[src/rtl/hd44780_lcd_driver.sv]
// hd44780_lcd_driver
//   Write-only HD44780 character-LCD controller on an 8-bit bus. After reset it
//   waits for the panel to power up, sends a fixed init sequence and then keeps
//   rewriting line 1, columns 0-1 with dataIn as two upper-case hex digits.
//
// Ports
//   clk      in   system clock, rising edge
//   rst      in   asynchronous reset, active-high
//   dataIn   in   [7:0] byte to display (sampled once per refresh, at the address write)
//   dataOut  out  [7:0] LCD DB7..DB0
//   en       out  LCD E strobe
//   RW       out  LCD R/W, always 0
//   RS       out  LCD RS (0 = command, 1 = data)
//   BLON     out  backlight enable, 1 whenever out of reset
//   LEDs     out  [7:0] debug LEDs
//
// Build option
//   LCD_STATE_LEDS_EN : LEDs = {state code[2:0], en, snap[3:0]} instead of snap.
//
// Every output is registered. A bus write is SETUP (1 clock, en=0), EN
// (EN_HIGH_CYCLES clocks, en=1), then WAIT (CMD_WAIT_CYCLES clocks, or
// CLR_WAIT_CYCLES after the clear command). dataOut/RS only change when a new
// write is loaded, so they stay stable through the whole write.

module hd44780_lcd_driver #(
    parameter int unsigned POWERUP_CYCLES  = 750000,
    parameter int unsigned EN_HIGH_CYCLES  = 16,
    parameter int unsigned CMD_WAIT_CYCLES = 2000,
    parameter int unsigned CLR_WAIT_CYCLES = 82000
) (
    input  logic       clk,
    input  logic       rst,
    input  logic [7:0] dataIn,
    output logic [7:0] dataOut,
    output logic       en,
    output logic       RW,
    output logic       RS,
    output logic       BLON,
    output logic [7:0] LEDs
);

    // One shared counter serves every wait, so size it for the longest one.
    localparam int unsigned MAX_AB = (POWERUP_CYCLES > EN_HIGH_CYCLES) ? POWERUP_CYCLES : EN_HIGH_CYCLES;
    localparam int unsigned MAX_CD = (CMD_WAIT_CYCLES > CLR_WAIT_CYCLES) ? CMD_WAIT_CYCLES : CLR_WAIT_CYCLES;
    localparam int unsigned MAX_CYCLES = (MAX_AB > MAX_CD) ? MAX_AB : MAX_CD;
    localparam int unsigned CNT_W = $clog2(MAX_CYCLES + 1);

    localparam logic [CNT_W-1:0] POWERUP_LAST = CNT_W'(POWERUP_CYCLES - 1);
    localparam logic [CNT_W-1:0] EN_LAST      = CNT_W'(EN_HIGH_CYCLES - 1);
    localparam logic [CNT_W-1:0] CMD_LAST     = CNT_W'(CMD_WAIT_CYCLES - 1);
    localparam logic [CNT_W-1:0] CLR_LAST     = CNT_W'(CLR_WAIT_CYCLES - 1);

    localparam logic [7:0] CMD_SET_DDRAM = 8'h80;
    localparam logic [7:0] CMD_CLEAR     = 8'h01;

    typedef enum logic [2:0] {
        ST_POWERUP = 3'd0,
        ST_INIT    = 3'd1,
        ST_ADDR    = 3'd2,
        ST_HI      = 3'd3,
        ST_LO      = 3'd4
    } state_t;

    typedef enum logic [1:0] {
        PH_SETUP = 2'd0,
        PH_EN    = 2'd1,
        PH_WAIT  = 2'd2
    } phase_t;

    function automatic logic [7:0] hex_ascii(input logic [3:0] n);
        return (n < 4'd10) ? (8'h30 + {4'h0, n}) : (8'h37 + {4'h0, n});
    endfunction

    function automatic logic [7:0] init_cmd(input logic [1:0] idx);
        logic [7:0] cmd;
        case (idx)
            2'd0:    cmd = 8'h38;  // 8-bit bus, 2 lines, 5x8 font
            2'd1:    cmd = 8'h0C;  // display on, cursor off
            2'd2:    cmd = CMD_CLEAR;
            default: cmd = 8'h06;  // entry mode: increment, no shift
        endcase
        return cmd;
    endfunction

    state_t           state_q, state_d;
    phase_t           phase_q, phase_d;
    logic [CNT_W-1:0] cnt_q, cnt_d;
    logic [1:0]       idx_q, idx_d;
    logic [7:0]       snap_q, snap_d;
    logic [7:0]       data_q, data_d;
    logic             rs_q, rs_d;
    logic             en_q, en_d;
    logic             blon_q, blon_d;
    logic [7:0]       leds_q, leds_d;

    logic             write_done;
    logic             enter_addr;
    logic [CNT_W-1:0] wait_last;

    // The clear command needs the long post-write wait.
    assign wait_last = (!rs_q && (data_q == CMD_CLEAR)) ? CLR_LAST : CMD_LAST;

    always_comb begin
        state_d    = state_q;
        phase_d    = phase_q;
        cnt_d      = cnt_q;
        idx_d      = idx_q;
        snap_d     = snap_q;
        data_d     = data_q;
        rs_d       = rs_q;
        en_d       = en_q;
        blon_d     = 1'b1;
        write_done = 1'b0;
        enter_addr = 1'b0;

        if (state_q == ST_POWERUP) begin
            if (cnt_q == POWERUP_LAST) begin
                state_d = ST_INIT;
                phase_d = PH_SETUP;
                cnt_d   = '0;
                idx_d   = '0;
                data_d  = init_cmd(2'd0);
                rs_d    = 1'b0;
            end else begin
                cnt_d = cnt_q + CNT_W'(1);
            end
        end else begin
            case (phase_q)
                PH_SETUP: begin
                    en_d    = 1'b1;
                    phase_d = PH_EN;
                    cnt_d   = '0;
                end
                PH_EN: begin
                    if (cnt_q == EN_LAST) begin
                        en_d    = 1'b0;
                        phase_d = PH_WAIT;
                        cnt_d   = '0;
                    end else begin
                        cnt_d = cnt_q + CNT_W'(1);
                    end
                end
                PH_WAIT: begin
                    if (cnt_q == wait_last) begin
                        write_done = 1'b1;
                    end else begin
                        cnt_d = cnt_q + CNT_W'(1);
                    end
                end
                default: begin
                    en_d    = 1'b0;
                    phase_d = PH_SETUP;
                    cnt_d   = '0;
                end
            endcase
        end

        // Completing a write loads the next one straight into SETUP.
        if (write_done) begin
            phase_d = PH_SETUP;
            cnt_d   = '0;
            case (state_q)
                ST_INIT: begin
                    if (idx_q == 2'd3) begin
                        enter_addr = 1'b1;
                    end else begin
                        idx_d  = idx_q + 2'd1;
                        data_d = init_cmd(idx_q + 2'd1);
                        rs_d   = 1'b0;
                    end
                end
                ST_ADDR: begin
                    state_d = ST_HI;
                    data_d  = hex_ascii(snap_q[7:4]);
                    rs_d    = 1'b1;
                end
                ST_HI: begin
                    state_d = ST_LO;
                    data_d  = hex_ascii(snap_q[3:0]);
                    rs_d    = 1'b1;
                end
                ST_LO: begin
                    enter_addr = 1'b1;
                end
                default: begin
                    state_d = ST_POWERUP;
                    cnt_d   = '0;
                end
            endcase
        end

        // Sampling dataIn only here keeps the two digits of one refresh consistent.
        if (enter_addr) begin
            state_d = ST_ADDR;
            data_d  = CMD_SET_DDRAM;
            rs_d    = 1'b0;
            snap_d  = dataIn;
        end

`ifdef LCD_STATE_LEDS_EN
        leds_d = {state_d, en_d, snap_d[3:0]};
`else
        leds_d = snap_d;
`endif
    end

    always_ff @(posedge clk or posedge rst) begin
        if (rst) begin
            state_q <= ST_POWERUP;
            phase_q <= PH_SETUP;
            cnt_q   <= '0;
            idx_q   <= '0;
            snap_q  <= '0;
            data_q  <= '0;
            rs_q    <= 1'b0;
            en_q    <= 1'b0;
            blon_q  <= 1'b0;
            leds_q  <= '0;
        end else begin
            state_q <= state_d;
            phase_q <= phase_d;
            cnt_q   <= cnt_d;
            idx_q   <= idx_d;
            snap_q  <= snap_d;
            data_q  <= data_d;
            rs_q    <= rs_d;
            en_q    <= en_d;
            blon_q  <= blon_d;
            leds_q  <= leds_d;
        end
    end

    assign dataOut = data_q;
    assign en      = en_q;
    assign RW      = 1'b0;
    assign RS      = rs_q;
    assign BLON    = blon_q;
    assign LEDs    = leds_q;

endmodule

[config.mk]
export PLATFORM = sky130hd
export DESIGN_NAME = hd44780_lcd_driver
export DESIGN_NICKNAME = d
export VERILOG_FILES = /design/src/rtl/hd44780_lcd_driver.sv
export SDC_FILE = /design/constraint.sdc
export NUM_CORES = 1
export LEC_CHECK = 0
export ABC_AREA = 1
export CORE_MARGIN = 4
export CORE_UTILIZATION = 40
export CTS_BUF_LIST = sky130_fd_sc_hd__clkbuf_4 sky130_fd_sc_hd__clkbuf_8 sky130_fd_sc_hd__clkbuf_16
export CTS_CLUSTER_SIZE = 8
export DETAILED_ROUTE_END_ITERATION = 6
export PLACE_DENSITY_LB_ADDON = 0.08
export SLEW_MARGIN = 20
export SYNTH_ARGS = -nofsm -noshare
export SYNTH_HDL_FRONTEND = slang
export SYNTH_SLANG_ARGS = --single-unit
[constraint.sdc]
create_clock -name clk -period 1.66 [get_ports clk]
set_input_delay 0.332 -clock clk [delete_from_list [all_inputs] [get_ports clk]]
set_output_delay 0.332 -clock clk [all_outputs]
set_load 0.02 [all_outputs]
**After elaboration in Yosys (flattened, before gate mapping)**

Index checks and enable logic that the tools add are counted.

- Register bits after elaboration: 46
- Output and inout port bits: 20

- Add/sub/neg operators: 6
- Magnitude comparators: 2
- Equality and inequality tests: 18
- Muxes and demuxes: 45
- Bitwise logic cells: 2
- Reductions and logical operators: 9

Operators with widths:

| operator | number |
|---|---|
| $mux 20 | 5 |
| $mux 8 | 5 |
| $pmux 20 s2 | 1 |
| $add 6x4->7 const A | 4 |
| $pmux 8 s3 | 1 |
| $add 20x1->20 const B | 1 |
| $eq 20x17->1 | 1 |
| $eq 20x20->1 const B | 1 |
| $eq 20x4->1 const B | 1 |
| $mux 2 | 9 |
| $pmux 6 s3 | 1 |
| $mux 17 | 1 |
| $mux 7 | 2 |
| $mux 3 | 4 |
| $mux 1 | 11 |
| $pmux 3 s3 | 1 |
| $eq 8x1->1 const B | 1 |
| $lt 4x4->1 const B | 2 |
| $ne 4x4->1 const B | 2 |
| $eq 2x2->1 const B | 3 |
| $eq 3x2->1 const B | 2 |
| $pmux 2 s3 | 1 |
| $reduce_and 3->1 | 2 |
| $eq 2x1->1 const B | 2 |
| 14 further kinds | 18 |

**Depth between registers and ports, before layout**

- Word-level depth: 9
- Depth in mapped cells: 15
- Mapped depth without buffers: 15

**Worst setup path after synthesis**

OpenSTA, ideal clock, no wires.

- Path kind: register to register
- From: register phase_q[0]
- To: register cnt_q[2]
- Library setup time: 0.120 ns
- Data arrival time: 1.600 ns
- Data required time: 1.540 ns
- Slack: -0.059 ns
- Cell stages (with the launch flop): 14
- Buffers on the path: 1
- Cells stage by stage: dfrtp_1 > inv_1 > ha_1 > inv_1 > nor2_1 > nand2_1 > nor2_1 > nand2_1 > nor2_1 > and2_2 > nand3_4 > nand2_2 > buf_6 > nor2_1

- Cells in the longest elaborated chain, start to end: 4

RTL lines:

| element | RTL line | source |
|---|---|---|
| from (decl) | 86 | `phase_t phase_q, phase_d;` |
| from (signal assigned) | 221 | `phase_q <= phase_d;` |
| $eq 2x2->1 / $eq 2x1->1 (equally long branches) | 128 | `case (phase_q)` |
| $mux 1 / $pmux 20 s2 (equally long branches) | 128 |  |
| $mux 1 / $mux 20 (equally long branches) | 116 | `if (state_q == ST_POWERUP) begin` |
| $ne 4x4->1 (no source line) / $mux 20 (equally long branches) | - |  |
| to (signal assigned) | 222 | `cnt_q <= cnt_d;` |
| to (decl) | 87 | `logic [CNT_W-1:0] cnt_q, cnt_d;` |

Several ways; a longest one is shown, not always the timed one.
A chain may end at the register's enable or synchronous reset.

**Worst setup path in the final report**

- From: register phase_q[0]
- To: register cnt_q[19]

Same word-level chain as after synthesis.

==> summary.txt <==
Finish
  • Post-layout nets: 523
  • Most frequent cells in the layout: nand2_1 (88), nor2_1 (58), inv_1 (53), buf_4 (52), dfrtp_1 (46)
  • Ratio of cells with drive above 1 in the final layout: 23.5%
  • Synth-to-layout area growth: 40.5%
  • Most common cell after layout, fill and taps aside: nand2_1
  • Antenna diode count: 0

Pwr
  • Sw Pwr: 0.000442 W
  • Power, Total: 0.00224 W
  • Worst IR Drop VDD: 347 uV
  • Pleak: 2.07 nW
  • Internal Power: 0.00179 W
  • Clock power share: 47.1%
  • Logic pwr share: 2.7%
  • Net Sw Frac: 19.8%
  • Sequential share of power: 50.1%
  • Pwr dens: 542 nW/um^2

Timing
  • Setup Skew: 3.78 ps
  • Min Tclk post-route: 1830 ps
  • Fmax: 545 MHz
  • Slew Limit Fails: 0
  • PnR worst setup slack: -174 ps
  • RSZ-0062 raised after global routing: true
  • Finish-stage setup viols: 43
  • Final Hold Viols: 0
  • Period Utilization, post-route: 110%

Clock network
  • Worst-path clk slew: 90 ps
  • TritonCTS buffer count: 5
  • CTS tree: built
  • Clk sink count: 46
  • CTS H-Tree Depth: 2
  • # hold bufs at CTS: 0
  • CTS Root Cell: clkbuf_8
  • Worst-Skew Late Latency: 300 ps
  • Clock tree buffer depth: 2

Synthesis
  • Synth Net Count: 429
  • Netlist cell types: 36
  • Simple-Gate Fraction of Synth Area: 34.2%
  • Mux contribution to synthesized area: 0%
  • #FFs+latches synth: 46
  • Post-Synth XOR/XNOR Area: 4.18%
  • Synth Area per Inst: 7.22 um^2
  • Post-Synth Adder-Cell Area: 5.11%
  • Yosys warns: 0
  • Largest family of logic cells by synthesized area: simple AND/OR/NAND/NOR gates
  • Compound-cell area share of the yosys netlist: 7.67%
  • Post-synthesis sequential area ratio: 39.2%
  • Primary FF master, synth: dfrtp_1
  • Post-Syn Instances: 407
  • Ys async rst share: 100%
  • Post-synth EDFFs: 0
  • Mapped Area: 2940 um^2

Routing
  • Routed Antenna Nets: 0
  • Vias per inst: 4.78
  • DR iter-0 viols: 115
  • WL per Instance: 12.9 um
  • DRC errors left: 0
  • Drt total wl: 7730 um
  • Drt pass-1 iters: 4
  • Via Count: 2856

Floorplanning
  • Row count: 30
  • CORE AREA: 6940 um^2
  • Die area: 8780 um^2
  • I/O pin count: 30
  • Die W: 93.7 um
  • Die Y: 93.7 um
  • Initial cell density of the core: 42.3%

Setup path
  • Flop2flop setup slack: -170 ps
  • Crit path capture type: flip-flop
  • CP max stage delay: 400 ps
  • Slowest-stage cell, CP: dfrtp_1
  • Crit-path leading delay family: simple AND/OR/NAND/NOR gates
  • Critical path, cell by cell: inv_2, ha_4, inv_2, nor2_2, nand2_1, nor2_2, nand2_1, nor2_2, and2_4, nand3_4, buf_12, nand2_8, nor2_1
  • Crit path launch type: flip-flop
  • CP required: 1860 ps
  • CP max FO: 5
  • Worst Path Arrival: 2030 ps
  • Worst path bufs/invs: 3
  • Critical setup path kind: reg2reg
  • Cell mode on critical path: nor2_2

Status
  • Status: finished with violations
  • Failing checks: setup timing

Global routing
  • Vias in the first global route: 2743
  • Largest net degree at the start of global routing: 18
  • Grt total ovfl: 0
  • Initial antenna violation count: 0
  • GR Util All Layers: 18.7%
  • Global-route wire length before repair: 13000 um

Placement
  • Worst slack, placed: -204 ps
  • Final HPWL DP: 5890 um
  • Port bufs: 28
  • Gpl congestion: 0.877

Flow run
  • Max-Cap Viols: 0

Min path
  • Worst hold path class: in2async
-- stage by stage --
step	instance area, um^2	instances	util (%)	hold slack, ps	TNS [ps]
final	4130	598	59.4	304	-6050
after global placement	3720	578	53.5	479	-3290
after CTS	3970	592	57.2	302	-5360
after detailed placement	3720	578	53.5	506	-4910
after floorplan	2940	407	-	430	-87.9
after global routing	4130	598	59.4	325	-13350
-- path summary, 6_finish.rpt --
kind / endpoint / depth (start not counted) / startpoint
max in group asynchronous: idx_q[0] / 3 / rst
worst min register to register: en / 2 / en
worst max register to register: cnt_q[19] / 13 / phase_q[0]
min in group clk: en / 2 / en
worst min-delay path: cnt_q[18] / 2 / rst
worst max-delay path: cnt_q[19] / 13 / phase_q[0]
-- worst register-to-register path: stages (launching register included) --
cell,delay (ps)
dfrtp_1,400
inv_2,80
ha_4,130
inv_2,40
nor2_2,80
nand2_1,60
nor2_2,130
nand2_1,70
nor2_2,140
and2_4,180
nand3_4,110
buf_12,180
nand2_8,80
nor2_1,50
-- synth_stat cells (4+ instances only) --
| cell type | count | area [um^2] |
|---|---|---|
| a21oi_1 | 14 | 70.1 |
| nor2_1 | 69 | 259 |
| xor2_1 | 10 | 87.6 |
| ha_1 | 12 | 150 |
| nand2_1 | 92 | 345 |
| nand3_1 | 36 | 180 |
| xnor2_1 | 4 | 35.0 |
| nand4_1 | 4 | 25.0 |
| dfrtp_1 | 46 | 1150 |
| nand2_2 | 6 | 37.5 |
| nand3b_1 | 4 | 30.0 |
| nor2_2 | 4 | 25.0 |
| inv_1 | 57 | 214 |
| o21ai_1 | 7 | 35.0 |
| o21ai_0 | 12 | 60.1 |
-- kinds of logic (layout without fill, tap and decap cells) --
logic type               after synthesis  after routing
AO/OA/AOI/OAI                         41             41
XOR/XNOR                              14             14
adder cells (fa/ha/maj)               12             12
buffers and inverters                 66            158
flip-flops                            46             46
other                                  2              2
AND/OR/NAND/NOR                      226            229
-- timing repair --
item,CTS,global route
gates cloned,2,2
hold endpoints to repair,0,0
setup buffers,4,4
pin swaps,0,12
resized for setup,26,27
endpoints found under the setup margin,56,48
-- per-layer routing --
layer  GRT usage (%)  vias to the layer above  part of all wire [%]
li1                -                     1470                     -
met1            28.1                     1315                    50
met2            27.7                       62                    44
met3            3.21                        9                   5.7
met4            4.57                        0                   1.0
met5               0                        -                     0
-- layout make-up --
type	instances	area (um^2)
timing repair inverter	1	8.76
multi-input combinational	298	1670
sequential	46	1150
inverter	61	241
clock buffer	6	82.6
tap	96	120
timing repair buffer	88	796
clock inverter	2	60.1
fill	633	2820
-- power by group through the flow --
stage | clock network [W] | registers (W) | logic [W]
floorplan | 0 | 0.00115 | 0.0000204
global placement | 0 | 0.00114 | 0.0000630
detailed placement | 0 | 0.00114 | 0.0000641
CTS | 0.00108 | 0.00112 | 0.0000640
global route | 0.00111 | 0.00112 | 0.0000693
finish | 0.00105 | 0.00112 | 0.0000614
-- state kept, by name, summed over array words and instances (netlist names) --
name / flops
cnt_q: 20
state_q: 3
LEDs: 8
BLON: 1
phase_q: 2
idx_q: 2
en: 1
RS: 1
dataOut: 8
Note: power is estimated with default switching activity, not from simulation.
